--- src/rtl/mem_arb_pkg.sv ---
// mem_arb_pkg: owner/HSIZE encodings and bus widths; AHB_ADDR_WIDTH/AHB_DATA_WIDTH default to 32 unless ahb_defines.vh sets them.
`ifndef AHB_ADDR_WIDTH
`define AHB_ADDR_WIDTH 32
`endif
`ifndef AHB_DATA_WIDTH
`define AHB_DATA_WIDTH 32
`endif
package mem_arb_pkg;
  localparam int AW = `AHB_ADDR_WIDTH;
  localparam int DW = `AHB_DATA_WIDTH;
  typedef enum logic {OWN_I = 1'b0, OWN_D = 1'b1} owner_t;
  localparam logic [2:0] SZ_BYTE = 3'b000;
  localparam logic [2:0] SZ_HALF = 3'b001;
  localparam logic [2:0] SZ_WORD = 3'b010;
endpackage

--- src/rtl/mem_arb_pick.sv ---
// mem_arb_pick: winner selection; MEM_ARB_RR_EN picks round robin, otherwise data over fetch.
module mem_arb_pick
  import mem_arb_pkg::*;
(
  input  logic   i_req,
  input  logic   d_req,
  input  owner_t ptr,
  output owner_t winner,
  output logic   valid
);
  assign valid = i_req | d_req;
`ifdef MEM_ARB_RR_EN
  assign winner = (i_req & d_req) ? (ptr == OWN_D ? OWN_I : OWN_D) : (d_req ? OWN_D : OWN_I);
`else
  // ptr only steers the don't-care idle case
  assign winner = d_req ? OWN_D : (i_req ? OWN_I : ptr);
`endif
endmodule

--- src/rtl/mem_port_arb.sv ---
// mem_port_arb: fetch/data port arbiter onto one pipelined AHB memory slave.
// Define MEM_ARB_RR_EN for round-robin arbitration (default: fixed priority, data first).
module mem_port_arb
  import mem_arb_pkg::*;
(
  input  logic          HCLK,
  input  logic          HRESET,
  input  logic          i_req,
  input  logic [AW-1:0] i_addr,
  output logic          i_gnt,
  output logic          i_done,
  output logic [DW-1:0] i_rdata,
  input  logic          d_req,
  input  logic [AW-1:0] d_addr,
  input  logic          d_write,
  input  logic [2:0]    d_size,
  input  logic [DW-1:0] d_wdata,
  output logic          d_gnt,
  output logic          d_done,
  output logic [DW-1:0] d_rdata,
  output logic          HSEL,
  output logic [AW-1:0] HADDR,
  output logic [2:0]    HSIZE,
  output logic          HWRITE,
  output logic [DW-1:0] HWDATA,
  input  logic          HREADY,
  input  logic [DW-1:0] HRDATA
);
  owner_t ptr, winner, dp_owner;
  logic valid, run, gnt, d_win, dp_valid, dp_write;
  logic [DW-1:0] wdata_q, i_rdata_q, d_rdata_q;
  mem_arb_pick u_pick (
    .i_req  (i_req),
    .d_req  (d_req),
    .ptr    (ptr),
    .winner (winner),
    .valid  (valid)
  );
  assign run   = ~HRESET & HREADY;
  assign gnt   = run & valid;
  assign d_win = winner == OWN_D;
  always_comb begin
    HSEL    = gnt;
    i_gnt   = gnt & ~d_win;
    d_gnt   = gnt & d_win;
    HADDR   = gnt ? (d_win ? d_addr : i_addr) : '0;
    HSIZE   = gnt ? (d_win ? d_size : SZ_WORD) : '0;
    HWRITE  = gnt & d_win & d_write;
    HWDATA  = (~HRESET & dp_valid) ? wdata_q : '0;
    i_done  = run & dp_valid & (dp_owner == OWN_I);
    d_done  = run & dp_valid & (dp_owner == OWN_D);
    i_rdata = HRESET ? '0 : (i_done ? HRDATA : i_rdata_q);
    d_rdata = HRESET ? '0 : ((d_done & ~dp_write) ? HRDATA : d_rdata_q);
  end
  // tracker advances only on HREADY, so a stalled data phase keeps its state and HWDATA
  always_ff @(posedge HCLK) begin
    if (HRESET) begin
      dp_valid  <= 1'b0;
      dp_owner  <= OWN_I;
      dp_write  <= 1'b0;
      wdata_q   <= '0;
      i_rdata_q <= '0;
      d_rdata_q <= '0;
    end else if (HREADY) begin
      dp_valid  <= valid;
      dp_owner  <= winner;
      dp_write  <= valid & d_win & d_write;
      wdata_q   <= (valid & d_win) ? d_wdata : '0;
      if (i_done) i_rdata_q <= HRDATA;
      if (d_done & ~dp_write) d_rdata_q <= HRDATA;
    end
  end
`ifdef MEM_ARB_RR_EN
  // last-owner pointer; resetting to fetch lets data win the first contention
  always_ff @(posedge HCLK) begin
    if (HRESET) ptr <= OWN_I;
    else if (gnt) ptr <= winner;
  end
`else
  assign ptr = OWN_I;
`endif
endmodule

--- config.mk ---
export PLATFORM = sky130hd
export DESIGN_NAME = mem_port_arb
export DESIGN_NICKNAME = d
export VERILOG_FILES = /design/src/rtl/mem_arb_pkg.sv /design/src/rtl/mem_arb_pick.sv /design/src/rtl/mem_port_arb.sv
export SDC_FILE = /design/constraint.sdc
export NUM_CORES = 1
export LEC_CHECK = 0
export CAP_MARGIN = 5
export CORE_UTILIZATION = 33
export CTS_CLUSTER_SIZE = 12
export DETAILED_ROUTE_END_ITERATION = 10
export PLACE_DENSITY_LB_ADDON = 0.3
export SYNTH_ARGS = -nofsm -noshare
export SYNTH_HDL_FRONTEND = slang
export SYNTH_SLANG_ARGS = --single-unit
--- constraint.sdc ---
create_clock -name HCLK -period 1.3 [get_ports HCLK]
set_input_delay 0.26 -clock HCLK [delete_from_list [all_inputs] [get_ports HCLK]]
set_output_delay 0.26 -clock HCLK [all_outputs]
set_load 0.02 [all_outputs]
==> flow_metrics.tcl <==
set metrics [dict create \
    total_power_w 0.00795 \
    ys_types 22 \
    path_clk_slew_ps 60 \
    p_leak_nw 4.44 \
    die_x_microns 117 \
    violations "negative setup slack" \
    timing.fmax_ghz 0.478 \
    grt_first_pass_wirelength_mm 35.1 \
    routed_wl_mm 30.7 \
    antennaDiodeCount 0 \
    final_cell_mix "168 x buf_6, 131 x clkdlybuf4s50_1, 97 x dfxtp_1, 71 x buf_4, 63 x a21oi_4" \
    htree_num_levels 3 \
    setup_tns_ps -72500 \
    max_cap_viol_count 0 \
    fin_nets 1048 \
    syn_inst 528 \
    cts_tree "yes" \
    coreArea_sq_um 12700 \
    worstSetupStartpoint "dp_owner$_SDFFE_PP0P_" \
    fin_crit_sh 1.61 \
    grt_setup_unrepaired "true" \
    r2r-start "dp_owner$_SDFFE_PP0P_" \
    antenna_found_initial 0 \
    critPathCaptureType "primary output" \
    min_from "d_req" \
    grt_max_degree 61 \
    min_period_ps 2090 \
    gp_congestion 0.807 \
    ios 274 \
    clock_skew_ps 13.3 \
    firstDrtPassIters 4 \
    viasPerCell 5.88 \
    worstHoldPathType "input pin to flop" \
    fin_area_sq_um 11600 \
    post_dp_cell_area_sq_um 9110 \
    drtAntennaViolNets 0 \
    finalMaxSlewViolations 0 \
    drt_iter0_markers 453 \
    grt_remaining_overflow 0 \
    final_common_cell "buf_6" \
    cts_max_path_buffers 2 \
    via_count 6401 \
    io_buffers 273 \
    syn-num-nets 665 \
    worst-slew-pin-transition_ps 495 \
    path_max_fanout 21 \
    cts_hold_buf 0 \
    gr-usage-all-layers 0.346 \
    synth-seq-cells 99 \
    ys_top_cells_by_area "dfxtp_1 45%, a21oi_1 15%, a22o_1 13%" \
    dieArea_sq_um 13700 \
    setup_slack_ps -793 \
    max_slew_margin 0.670 \
    drive_gt1_frac 0.619 \
    ys_seq_area_frac 0.455 \
    drc 0 \
    clkSinkCount 99 \
    n_fill_cell 424 \
    synth.largest_area_cell "dfxtp_1" \
    status "complete, but fails checks" \
    crit_required_ps 1040 \
    syn_area_sq_um 4360 \
    cp_slowest_cell "dfxtp_2" \
    synthToLayoutAreaGrowth_pct 166 \
    power.density_nw_per_um2 684 \
    arrival_ps 1830 \
    core.rowCount 41 \
    insertion_delay_ps 350 \
    ir_drop_mv 0.659 \
    path_class "flop to primary output" \
    synth.avg_cell_area_sq_um 8.25 \
    cts-root-buf "clkbuf_16" \
    die_h_microns 117 \
    initial_core_util 0.343 \
    critical_path.startpoint_type "flop" \
    crit_path_cell_trace "nand4bb_4 -> buf_8 -> nand2_1 -> a21oi_4 -> buf_6" \
    dpl.hpwl_mm 13.7 \
    setup_viol 185 \
    grt_pass1_vias 6426 \
    wire_per_inst_microns 28.3 \
    cts_inserted_buffers 9 \
    yosys_warnings 0 \
    yosysTopAreaCellShare 0.455 \
    slowest_delay_ps 370 \
    hold_viol_final 0 \
]
==> layer usage <==
metal,vias to the layer above,GRT usage,wire [microns]
met5,-,0,0
met4,0,0.203,1790
met3,154,0.113,2710
met2,444,0.626,15500
met1,3133,0.348,10800
li1,2670,-,-
==> through the flow <==
| step | hold slack (ps) | setup slack, ps | instances | util |
|---|---|---|---|---|
| floorplan | 371 | -153 | 528 | - |
| CTS | 347 | -590 | 1064 | 0.852 |
| global route | 330 | -959 | 1088 | 0.913 |
| detailed placement | 455 | -1300 | 989 | 0.716 |
| finish | 315 | -793 | 1088 | 0.913 |
| global placement | 448 | -1240 | 989 | 0.716 |
==> sequential cells by signal (all words and copies together) (netlist names) <==
name,flops
i_rdata_q,32
dp_valid,1
dp_write,1
d_rdata_q,32
wdata_q,32
dp_owner,1
==> final timing paths <==
path,endpoint,slack (ps),depth (start not counted)
setup / recovery,i_rdata[19],-790,5
hold / removal,dp_valid$_SDFFE_PP0P_,320,4
setup reg to reg,i_rdata_q[17]$_SDFFE_PP0P_,-310,7
hold reg to reg,wdata_q[28]$_SDFFE_PP0P_,480,1
==> worst max-delay path, delay by kind of cell (launching register included) <==
| kind | cells | cell delay (ps) |
|---|---|---|
| and+or+nand+nor | 2 | 470 |
| AOI/OAI and AO/OA | 1 | 260 |
| buffers and inverters | 2 | 370 |
| DFF | 1 | 370 |
==> cells by family after synthesis <==
| group | count (synthesis) | synth area share |
|---|---|---|
| AOI/OAI and AO/OA | 229 | 0.319 |
| and+or+nand+nor | 142 | 0.160 |
| DFF | 99 | 0.455 |
| buffers and inverters | 58 | 0.0655 |
==> area by class of cell <==
class | instances | area (sq um) | area share
flip-flops and latches | 99 | 1990 | 0.171
multi-input cells | 371 | 4190 | 0.361
clock inverters | 5 | 53.8 | 0.00463
well taps | 172 | 215 | 0.0185
repair buffers | 426 | 4910 | 0.423
clock buffers | 11 | 233 | 0.0200
inverters | 4 | 22.5 | 0.00194
==> repair_timing <==
action                     4_1_cts  5_1_grt
setup buffers                   49       26
cloned                          11        7
pin swaps                       61       44
resized for setup              930      150
setup endpoints to repair      234      177
==> power breakdown <==
part / internal [W] / total [W] / switching [W] / leakage, nW
clock: 0.00149 / 0.00270 / 0.00121 / 0.143
sequential: 0.00310 / 0.00315 / 0.0000522 / 0.803
combinational: 0.00108 / 0.00209 / 0.00101 / 3.50
==> cell usage after synthesis <==
master,instances
and2_1,35
nand2_1,64
o21ai_1,30
a21o_1,2
clkbuf_1,24
inv_1,3
buf_6,2
nor2_1,1
and3b_1,3
nand3_1,32
nand3b_1,1
buf_4,7
dfxtp_1,99
a22o_1,64
inv_2,1
nand4bb_1,1
nand2b_1,1
buf_2,21
nor2b_1,3
and3_1,1
a21oi_1,129
o21ai_0,4
Power figures use the tool's default switching activity.
